==> src/rtl/uart_rx_if.sv <==
// Receive-side bundle for uart_rx: the serial line plus the byte/strobe outputs and an FSM debug view.
// master is the receiver itself; slave is the line driver / byte consumer.
interface uart_rx_if;
  logic       rx;
  logic [7:0] rx_data;
  logic       rx_vld;
  logic       rx_ferr;
  logic       rx_perr;
  logic       rx_busy;
  logic [2:0] dbg_state;

  // Strobe semantics: rx_vld, rx_ferr and rx_perr are single-cycle and mutually exclusive.
  // There is no ready/backpressure; the consumer must take rx_data in the rx_vld cycle.
  modport master (
    input  rx,
    output rx_data, rx_vld, rx_ferr, rx_perr, rx_busy, dbg_state
  );

  modport slave (
    output rx,
    input  rx_data, rx_vld, rx_ferr, rx_perr, rx_busy, dbg_state
  );
endinterface

==> src/rtl/uart_rx.sv <==
// UART receiver, 8N1 by default; define UART_RX_PARITY_EN for start + 8 data + even parity + stop.
// Samples each bit at its midpoint using a 16-bit bit-timer driven from a two-flop synchronized rx.
module uart_rx #(
  parameter int unsigned CLKS_PER_BIT = 100
) (
  input  logic     clk,
  input  logic     rst,
  uart_rx_if.master bus
);

  localparam logic [15:0] HALF_M1 = 16'(CLKS_PER_BIT / 2 - 1);
  localparam logic [15:0] BIT_M1  = 16'(CLKS_PER_BIT - 1);

  typedef enum logic [2:0] {
    IDLE      = 3'd0,
    START     = 3'd1,
    DATA      = 3'd2,
`ifdef UART_RX_PARITY_EN
    PARITY    = 3'd3,
`endif
    STOP      = 3'd4,
    WAIT_HIGH = 3'd5
  } state_t;

  state_t      state;
  logic        rx_q1;
  logic        rx_s;
  logic [15:0] timer;
  logic [2:0]  idx;
  logic [7:0]  shift;
  logic [7:0]  data_q;
  logic        vld_q;
  logic        ferr_q;
`ifdef UART_RX_PARITY_EN
  logic        perr_q;
  logic        par_bad;
`endif

  always_ff @(posedge clk or posedge rst) begin
    if (rst) begin
      rx_q1   <= 1'b1;
      rx_s    <= 1'b1;
      state   <= IDLE;
      timer   <= '0;
      idx     <= '0;
      shift   <= '0;
      data_q  <= '0;
      vld_q   <= 1'b0;
      ferr_q  <= 1'b0;
`ifdef UART_RX_PARITY_EN
      perr_q  <= 1'b0;
      par_bad <= 1'b0;
`endif
    end else begin
      rx_q1  <= bus.rx;
      rx_s   <= rx_q1;
      vld_q  <= 1'b0;
      ferr_q <= 1'b0;
`ifdef UART_RX_PARITY_EN
      perr_q <= 1'b0;
`endif
      case (state)
        IDLE: begin
          if (!rx_s) begin
            state <= START;
            timer <= '0;
          end
        end
        // Re-check the start bit at its midpoint so short glitches are rejected.
        START: begin
          if (timer == HALF_M1) begin
            timer <= '0;
            idx   <= '0;
            state <= rx_s ? IDLE : DATA;
          end else begin
            timer <= timer + 16'd1;
          end
        end
        DATA: begin
          if (timer == BIT_M1) begin
            timer <= '0;
            shift <= {rx_s, shift[7:1]};
            idx   <= idx + 3'd1;
            if (idx == 3'd7) begin
`ifdef UART_RX_PARITY_EN
              state <= PARITY;
`else
              state <= STOP;
`endif
            end
          end else begin
            timer <= timer + 16'd1;
          end
        end
`ifdef UART_RX_PARITY_EN
        PARITY: begin
          if (timer == BIT_M1) begin
            timer   <= '0;
            par_bad <= ^{shift, rx_s};
            state   <= STOP;
          end else begin
            timer <= timer + 16'd1;
          end
        end
`endif
        // Leaving mid-stop-bit lets a back-to-back start edge be caught in IDLE.
        STOP: begin
          if (timer == BIT_M1) begin
            timer <= '0;
            if (rx_s) begin
              state <= IDLE;
`ifdef UART_RX_PARITY_EN
              if (par_bad) begin
                perr_q <= 1'b1;
              end else begin
                data_q <= shift;
                vld_q  <= 1'b1;
              end
`else
              data_q <= shift;
              vld_q  <= 1'b1;
`endif
            end else begin
              ferr_q <= 1'b1;
              state  <= WAIT_HIGH;
            end
          end else begin
            timer <= timer + 16'd1;
          end
        end
        WAIT_HIGH: begin
          if (rx_s) state <= IDLE;
        end
        default: state <= IDLE;
      endcase
    end
  end

  assign bus.rx_data   = data_q;
  assign bus.rx_vld    = vld_q;
  assign bus.rx_ferr   = ferr_q;
`ifdef UART_RX_PARITY_EN
  assign bus.rx_perr   = perr_q;
`else
  assign bus.rx_perr   = 1'b0;
`endif
  assign bus.rx_busy   = (state != IDLE);
  assign bus.dbg_state = state;

endmodule

==> src/flat_wrapper.sv <==
// flat-port wrapper written by rule: the top's interface ports become plain ports
module uart_rx_flat 
#(
  parameter int unsigned CLKS_PER_BIT = 100
)
  (clk, rst, bus_rx, bus_rx_data, bus_rx_vld, bus_rx_ferr, bus_rx_perr, bus_rx_busy, bus_dbg_state);
  uart_rx_if bus_i ();
  input  logic clk;
  input  logic rst;
  input wire logic [$bits(bus_i.rx)-1:0] bus_rx;
  output wire logic [$bits(bus_i.rx_data)-1:0] bus_rx_data;
  output wire logic [$bits(bus_i.rx_vld)-1:0] bus_rx_vld;
  output wire logic [$bits(bus_i.rx_ferr)-1:0] bus_rx_ferr;
  output wire logic [$bits(bus_i.rx_perr)-1:0] bus_rx_perr;
  output wire logic [$bits(bus_i.rx_busy)-1:0] bus_rx_busy;
  output wire logic [$bits(bus_i.dbg_state)-1:0] bus_dbg_state;
  assign bus_i.rx = bus_rx;
  assign bus_rx_data = bus_i.rx_data;
  assign bus_rx_vld = bus_i.rx_vld;
  assign bus_rx_ferr = bus_i.rx_ferr;
  assign bus_rx_perr = bus_i.rx_perr;
  assign bus_rx_busy = bus_i.rx_busy;
  assign bus_dbg_state = bus_i.dbg_state;
  uart_rx #(.CLKS_PER_BIT(CLKS_PER_BIT)) u_core (.clk(clk), .rst(rst), .bus(bus_i));
endmodule
==> config.mk <==
export PLATFORM = sky130hd
export DESIGN_NAME = uart_rx_flat
export DESIGN_NICKNAME = d
export VERILOG_FILES = /design/src/rtl/uart_rx_if.sv /design/src/rtl/uart_rx.sv /design/src/flat_wrapper.sv
export SDC_FILE = /design/constraint.sdc
export NUM_CORES = 1
export LEC_CHECK = 0
export CORE_ASPECT_RATIO = 2
export CORE_MARGIN = 2
export CORE_UTILIZATION = 35
export CTS_BUF_LIST = sky130_fd_sc_hd__clkbuf_4 sky130_fd_sc_hd__clkbuf_8 sky130_fd_sc_hd__clkbuf_16
export DETAILED_ROUTE_END_ITERATION = 10
export HOLD_SLACK_MARGIN = 0.15
export PLACE_DENSITY_LB_ADDON = 0.2
export SKIP_CTS_REPAIR_TIMING = 1
export SYNTH_ARGS = -nofsm -noshare
export SYNTH_HDL_FRONTEND = slang
export SYNTH_SLANG_ARGS = --single-unit
==> constraint.sdc <==
create_clock -name clk -period 5.45 [get_ports clk]
set_clock_uncertainty 0.05 [all_clocks]
set_input_delay 1.635 -clock clk [delete_from_list [all_inputs] [get_ports clk]]
set_output_delay 1.635 -clock clk [all_outputs]
set_load 0.01 [all_outputs]
# ---- Yosys cells after proc, flatten, opt, wreduce, memory -nomap -nowiden
# Index checks and enable logic that the tools add are counted.
dict set report classes {
  add_sub_neg 2
  n_eq_ne 13
  muxes 22
  reduce_logical 10
}
# operator count
set op_table {}
lappend op_table {{16-bit 2-to-1 mux} 3}
lappend op_table {{16-bit one-hot mux with 3 select lines} 1}
lappend op_table {{3-bit 2-to-1 mux} 9}
lappend op_table {{16-bit by 1-bit adder with 16-bit output (second input constant)} 1}
lappend op_table {{16-bit by 6-bit == test with 1-bit output (second input constant)} 1}
lappend op_table {{16-bit by 7-bit == test with 1-bit output (second input constant)} 1}
lappend op_table {{3-bit one-hot mux with 5 select lines} 1}
lappend op_table {{2-bit by 1-bit inequality test with 1-bit output (second input constant)} 5}
lappend op_table {{3-bit == test (second input constant)} 3}
lappend op_table {{1-bit 2-to-1 mux} 6}
lappend op_table {{3-bit one-hot mux with 2 select lines} 1}
lappend op_table {{3-bit AND reduction} 2}
lappend op_table {{6-bit AND reduction} 1}
lappend op_table {{3-bit nonzero test} 2}
lappend op_table {{2-bit AND reduction} 2}
lappend op_table {{3-bit by 1-bit adder with 3-bit output (second input constant)} 1}
lappend op_table {{3-bit by 1-bit == test with 1-bit output (second input constant)} 1}
lappend op_table {{3-bit by 2-bit == test with 1-bit output (second input constant)} 1}
lappend op_table {{3-bit logical NOT} 1}
lappend op_table {{2-bit 2-to-1 mux} 1}
lappend op_table {{2-bit inequality test (second input constant)} 1}
lappend op_table {{2-bit nonzero test} 1}
lappend op_table {{2-bit OR reduction} 1}
dict set report totals {
  ff_bits 42
  in_bits 3
  output_inout_bits 15
  elab_cells 56
}

# ---- Longest topological paths before layout
# Gate-level depths: netlist (run 1).
dict set report logic_depth {
  word_depth 4
  mapped_depth 8
  mapped_depth_nobuf 7
}

# ---- Worst setup path before layout (run 1)
# OpenSTA, ideal clock, no wires.
dict set report synth_path {
  path_type {register to output}
  startpoint {reg u_core.state[0] (netlist: u_core.bus.dbg_state[0])}
  endpoint {out bus_rx_busy}
  arrival_time_ps 963
  required_time_ps 3765
  slack_ps 2802
  stages_incl_launch_ff 4
  path_buffers 1
  path_cell_list {dfrtp_1 > buf_2 > nor3_1 > inv_1}
}
dict set report synth_between {
  elab_chain_len 1
}
# element line
set synth_lines {}
lappend synth_lines {{start: declaration} uart_rx.sv:25} ;# state_t state;
lappend synth_lines {{start signal: assignment} uart_rx.sv:74} ;# state <= rx_s ? IDLE : DATA;
lappend synth_lines {{3-bit nonzero test} uart_rx.sv:147} ;# assign bus.rx_busy = (state != IDLE);
lappend synth_lines {{end: declaration} flat_wrapper.sv:15} ;# output wire logic [$bits(bus_i.rx_busy)-1:0] bus_rx_busy;
# Every way passes these cells.

# ---- Final worst setup path (run 1)
# Same ends and word-level chain as after synthesis.

==> results of run 1 <==
report_power, final:
part,internal (mW),total (mW),switching [mW]
Combinational,0.00196,0.00834,0.00638
Sequential,0.313,0.314,0.00118
Clock,0.217,0.337,0.120
cell type report:
class / count / area (um2) / area share [%]
multi-input cells: 147 / 948.4 / 38.69
well taps: 63 / 78.83 / 3.216
clock buffers: 5 / 125.1 / 5.105
repair buffers: 17 / 167.7 / 6.840
flip-flops and latches: 42 / 1054 / 42.98
clock inverters: 3 / 43.79 / 1.787
inverters: 9 / 33.78 / 1.378
routing by layer:
metal / part of all wire, % / up-vias
met5: 0 / -
met4: 1.9 / 0
met3: 2.3 / 5
met2: 48 / 20
met1: 48 / 732
li1: - / 756
through the flow:
stage	power (mW)	std cells	util, %	hold slack (ps)	area [um2]
floorplan	0.3255	208	-	295.2	2100
global placement	0.3291	278	38.64	296.5	2282
detailed placement	0.3290	278	38.64	299.1	2282
CTS	0.6675	286	41.50	307.9	2451
global route	0.6801	286	41.50	314.1	2451
finish	0.6593	286	41.50	307.0	2451
registers in the layout, summed over array words and instances, names as in the netlist:
signal,flops
u_core.bus.dbg_state,3
u_core.rx_s,1
u_core.bus.rx_vld,1
u_core.bus.rx_data,8
u_core.rx_q1,1
u_core.timer,16
u_core.bus.rx_ferr,1
u_core.shift,8
u_core.idx,3
worst max-delay path: cells and delay by family (launching register included):
kind / cells / cell delay (ps)
buffers and inverters: 2 / 560
DFF: 1 / 490
and+or+nand+nor: 1 / 350
cell usage after synthesis (4+ instances only):
cell	n
xnor2_1	4
dfrtp_1	40
a21o_1	4
ha_1	4
inv_1	9
mux2_2	8
nand4_1	5
nor3_1	4
nor3b_1	4
and3_1	4
nand2_1	36
nor2_1	9
o21ai_0	6
a21oi_1	7
o22ai_1	5
nand3_1	5
cell families after synthesis:
group | Yosys count
other | 1
flip-flops | 42
buffers and inverters | 19
adder cells (fa/ha/maj) | 5
AND/OR/NAND/NOR | 87
multiplexers | 13
AO/OA/AOI/OAI | 34
XOR/XNOR | 7
how the worst max path moves through the flow:
stage	end	slack, ps	cells past startpoint
after global placement	bus_rx_busy	2420	3
after global routing	bus_rx_busy	2010	3
after floorplan	u_core.bus.dbg_state[0]	2790	1
after CTS	bus_rx_busy	2090	3
after detailed placement	bus_rx_busy	2410	3
final	bus_rx_busy	2090	3
==> summary.md, run 1 <==
| Metric | Value |
|---|---|
| Outcome | `complete, but fails checks` |
| Violated checks | `DRC` |
| Number of synthesized flops with an enable pin | `0` |
| Syn_nets | `215` |
| Filler Cell Count | `approximately 600` |
| Ys Warns | `0` |
| Port buffer count | `16` |
| Max incr delay on CP | `490 ps` |
| Setup Viol. Count Final | `0` |
| Syn Inst Count | `208` |
| WHS Endpoint | `u_core.rx_s` |
| Most frequent cells in the layout | `dfrtp_1 (40), nand2_1 (36), clkdlybuf4s50_1 (16), nor2_1 (9), inv_1 (9)` |
| Placer Congestion | `0.7628` |
| Startpoint types | `flop` |
| Crit path required time | `roughly 3800 ps` |
| Peak-usage layer in the global routing report | `met2` |
| Hold Startpoint | `u_core.rx_q1` |
| Main flop type after synthesis | `dfrtp_1` |
| Main combinational cell family by area after synthesis | `simple AND/OR/NAND/NOR gates` |
| DRT iter0 DRCs | `48` |
| WL final | `3818 um` |
| Post-synthesis compound-gate area fraction | `10.25%` |
| Final HPWL DP | `2669 um` |
| R2r startpoint | `u_core.timer[2]` |
| Antenna violations before repair | `0` |
| Total number of vias | `around 1.5k` |
| Mux share of post-synthesis cell area | `6.794%` |
| Worst path cell trace | `nor3_1 > inv_1 > clkdlybuf4s50_1` |
| Worst-margin pin slew | `665.0 ps` |
| CP arrival | `1680 ps` |
| Synthesis-to-layout area growth | `16.75%` |
| Commonest non-fill, non-tap cell in the layout | `dfrtp_1` |
| Seq/Total Area, Yosys | `50.18%` |
| Synth area leaders | `dfrtp_1 (48%), nand2_1 (6.4%), mux2_2 (4.3%)` |
| R2r endpoint | `u_core.bus.dbg_state[1]` |
| Grt total ovfl | `0` |
| Num Clock Sinks | `42` |
| CTS max path bufs | `2` |
| Avg WL per Cell | `13.35 um` |
| Clk pin slew, worst setup/hold paths | `60 ps` |
| Die Y | `around 110 um` |
| Worst r2r path cells | `5` |
| Placement Rows | `40` |
| Final ANT Viol Nets | `0` |
| Max-slew violation count | `0` |
| Drt pass-1 iters | `7` |
| Area leader, netlist | `dfrtp_1` |
| CP endpoint kind | `output pin` |
| Crit Path Max Fanout | `12` |
| Post-route DRC | `2` |
| FMAX | `297.6 MHz` |
| Share of the synthesized area in the top cell type | `47.68%` |
| Simple-gate area share of the yosys netlist | `22.11%` |
| Tcrit/Tclk final | `61.66%` |
| Core area | `approximately 5900 um2` |
| Worst rel slew slack | `55.57%` |
| Share of cells above drive strength 1 | `12.11%` |
| Worst Hold Depth | `0` |
| Vias in the first global route | `1472` |
| Syn Area/Cell | `10.09 um2` |
| Global Route Usage Sum | `12.96%` |
| Met1 global-route usage | `between 15 and 20%` |
| Pre-CTS setup slack | `2409 ps` |
| Crit. Startpoint | `u_core.bus.dbg_state[0]` |
| Diode count | `0` |
| Setup ws final | `2089 ps` |
| Syn Std Cell Area | `2100 um2` |
| R2r setup slk | `2860 ps` |
| Asr flop ratio synth | `100.0%` |
| Final nets | `229` |
| GR Util met3 | `around 2.7%` |
| #FFs+latches synth | `42` |
| Total CTS buffers | `5` |
| Unrepaired setup endpoints after global routing | `no` |
| Fin crit period | `roughly 3400 ps` |
| XOR/XNOR Fraction of Synth Area | `2.920%` |
| Initial Util | `35.55%` |
| First-pass GRT wire length | `6713 um` |
| Vias per cell | `5.290` |
| H-Tree Depth | `2` |
| DIE AREA | `6672 um2` |
| Post-Synth Adder-Cell Area | `2.920%` |
| Clock latency at the later pin of the worst-skew pair | `280 ps` |
| Root buf cell | `clkbuf_16` |
| CP Class | `flop to output pin` |
| TNS Setup | `0 ps` |
| Largest net degree at the start of global routing | `43` |
| Final hold vios | `0` |
| Ports | `18` |
| Static Leak | `1.118 nW` |
| TritonCTS clock tree | `built` |
| Max Cap Viol | `0` |
| Max VDD drop | `208.9 uV` |
| Hold Crit Class | `flop to flop` |
| Worst path slowest cell | `dfrtp_1` |
| DIE WIDTH | `a little under 60 um` |
| Grt met2 use | `around 20%` |
| Power per cell area | `~270 nW/um2` |
| Distinct cells, synth | `47` |
Power figures use the tool's default switching activity.
==> inputs of run 2 (changes only) <==
==> constraint.sdc (replaced) <==
create_clock -name clk -period 2.9 [get_ports clk]
set_clock_uncertainty 0.05 [all_clocks]
set_input_delay 0.87 -clock clk [delete_from_list [all_inputs] [get_ports clk]]
set_output_delay 0.87 -clock clk [all_outputs]
set_load 0.01 [all_outputs]
==> run 2 against run 1 <==
Compared with the run above: the run still ends with DRC left; clock power increased by 88%; count of clock-buffer cells in the layout did not move; core utilization increased by 0.25 points; critical path depth is the same; hold slack got worse by 1.9 ps; register-to-register slack got worse by 2200 ps; first-iteration DRC count is 25% higher; total power up 88%; die area unchanged; largest cell class unchanged; largest power group unchanged; highest routed layer unchanged.
==> summary.md, run 2 (same netlist as run 1, synthesis figures left out) <==
| Metric | Value |
|---|---|
| Total number of vias | `1548 (+2.3%)` |
| WL final | `3912 um (+2.5%)` |
| R2r startpoint | `u_core.timer[13]` |
| Static Leak | `1.127 nW (+0.86%)` |
| Initial Util | `35.55% (unchanged)` |
| Placement Rows | `40 (unchanged)` |
| H-Tree Depth | `2 (unchanged)` |
| Worst rel slew slack | `57.50% (+1.9 points)` |
| Pwr Total | `1.239 mW (+88%)` |
| Drt pass-1 iters | `7 (unchanged)` |
| Outcome | `complete, but fails checks` |
| R2r endpoint | `u_core.timer[12]` |
| Largest net degree at the start of global routing | `43 (unchanged)` |
| Final ANT Viol Nets | `0 (unchanged)` |
| CTS max path bufs | `2 (unchanged)` |
| Startpoint types | `flop` |
| Setup Viol. Count Final | `0 (unchanged)` |
| CP arrival | `1670 ps (about the same)` |
| Avg WL per Cell | `13.58 um (+1.8%)` |
| Pre-CTS setup slack | `628.2 ps (-1781 ps)` |
| Vias per cell | `5.375 (+1.6%)` |
| Die Y | `113.5 um (unchanged)` |
| Root buf cell | `clkbuf_16` |
| Vias in the first global route | `1442 (-2.0%)` |
| DIE WIDTH | `58.77 um (unchanged)` |
| WHS Endpoint | `u_core.rx_s` |
| Total CTS buffers | `5 (unchanged)` |
| CP top delay family | `buffers and inverters` |
| Max Cap Viol | `0 (unchanged)` |
| Post-route DRC | `2 (unchanged)` |
| Final nets | `231 (+0.87%)` |
| Core area | `5906 um2 (unchanged)` |
| CP bufs+invs | `2 (unchanged)` |
| Crit Path Max Fanout | `12 (unchanged)` |
| Final hold vios | `0 (unchanged)` |
| Clock latency at the later pin of the worst-skew pair | `280 ps (about the same)` |
| Worst Hold Depth | `0 (unchanged)` |
| R2r setup slk | `640 ps (-2220 ps)` |
| Violated checks | `DRC` |
| CP Class | `flop to output pin` |
| Reg with most FFs | `u_core.timer` |
| Placer Congestion | `0.7518 (-1.4%)` |
| Hold Startpoint | `u_core.rx_q1` |
| DRT iter0 DRCs | `60 (+25%)` |
| Worst path slowest cell | `dfrtp_1` |
| Hold Crit Class | `flop to flop` |
| Ports | `18 (unchanged)` |
| DIE AREA | `6672 um2 (unchanged)` |
| Max VDD drop | `337.1 uV (+61%)` |
| Grt total ovfl | `0 (unchanged)` |
| Worst r2r path cells | `5 (unchanged)` |
| Max incr delay on CP | `500 ps (about the same)` |
| Global Route Usage Sum | `13.09% (+0.13 points)` |
| Clk pin slew, worst setup/hold paths | `60 ps (about the same)` |
| Unrepaired setup endpoints after global routing | `no` |
| Antenna violations before repair | `0 (unchanged)` |
| Crit path required time | `1980 ps (-1780 ps)` |
| Final HPWL DP | `2665 um (-0.13%)` |
| Hold WS | `305.1 ps (-1.926 ps)` |
| Worst path cell trace | `nor3_1 > inv_1 > clkdlybuf4s50_1` |
| First-pass GRT wire length | `6824 um (+1.7%)` |
| Commonest non-fill, non-tap cell in the layout | `dfrtp_1` |
| Final core utilization | `41.76% (+0.25 points)` |
| TritonCTS clock tree | `built` |
| Synthesis-to-layout area growth | `17.46%` |
| Diode count | `0 (unchanged)` |
| Share of cells above drive strength 1 | `12.89% (+0.78 points)` |
| Port buffer count | `16 (unchanged)` |
| Worst-margin pin slew | `637.5 ps (-27.57 ps)` |
| Most frequent cells in the layout | `dfrtp_1 (40), nand2_1 (36), clkdlybuf4s50_1 (16), nor2_1 (9), inv_1 (9)` |
| Fin crit period | `2587 ps` |
| Num Clock Sinks | `42 (unchanged)` |
| TNS Setup | `0 ps (unchanged)` |
| Tcrit/Tclk final | `89.20%` |
| Max-slew violation count | `0 (unchanged)` |
| CP endpoint kind | `output pin` |
| FMAX | `386.6 MHz` |
| Power per cell area | `502.3 nW/um2 (+87%)` |
| Setup ws final | `313.2 ps (-1776 ps)` |
| Max reg flops | `16 (unchanged)` |
run 2: cell count changes in the layout (fill, tap and decap cells not counted):
| cell | before | now |
|---|---|---|
| buf_4 | 1 | 3 |
run 2: power breakdown:
group	switching [mW]	total [mW]	internal [mW]
sequential	0.00214	0.591	0.589
combinational	0.0120	0.0157	0.00368
clock	0.225	0.632	0.407
run 2: final cells by class:
cell class	count	area [um2]
clock buffer	5	125.1
sequential	42	1054
timing repair buffer	19	182.7
multi-input combinational	147	948.4
clock inverter	3	43.79
fill	600	3440
tap	63	78.83
inverter	9	33.78
run 2: worst max path at each step:
stage	start	end	slack, ps	depth (start not counted)
final	u_core.bus.dbg_state[1]	bus_rx_busy	310	3
after global routing	u_core.bus.dbg_state[0]	bus_rx_busy	200	3
after CTS	u_core.bus.dbg_state[1]	bus_rx_busy	300	3
after detailed placement	u_core.bus.dbg_state[1]	bus_rx_busy	630	3
after global placement	u_core.bus.dbg_state[0]	bus_rx_busy	640	3
after floorplan	u_core.bus.dbg_state[2]	u_core.timer[14]	870	7
run 2: metal layers:
metal / share of wire (%) / up-vias / GRT usage [%]
met2: 46 / 23 / 20.00
met4: 2.1 / 0 / 5.909
met3: 3.1 / 7 / 2.721
li1: - / 760 / -
met1: 49 / 758 / 17.54
met5: 0 / - / 0
run 2: through the flow:
stage	cell area, um2	cells
5_1_grt	2466	288
2_1_floorplan	2100	208
6_report	2466	288
3_5_place_dp	2297	280
4_1_cts	2466	288
3_3_place_gp	2297	280
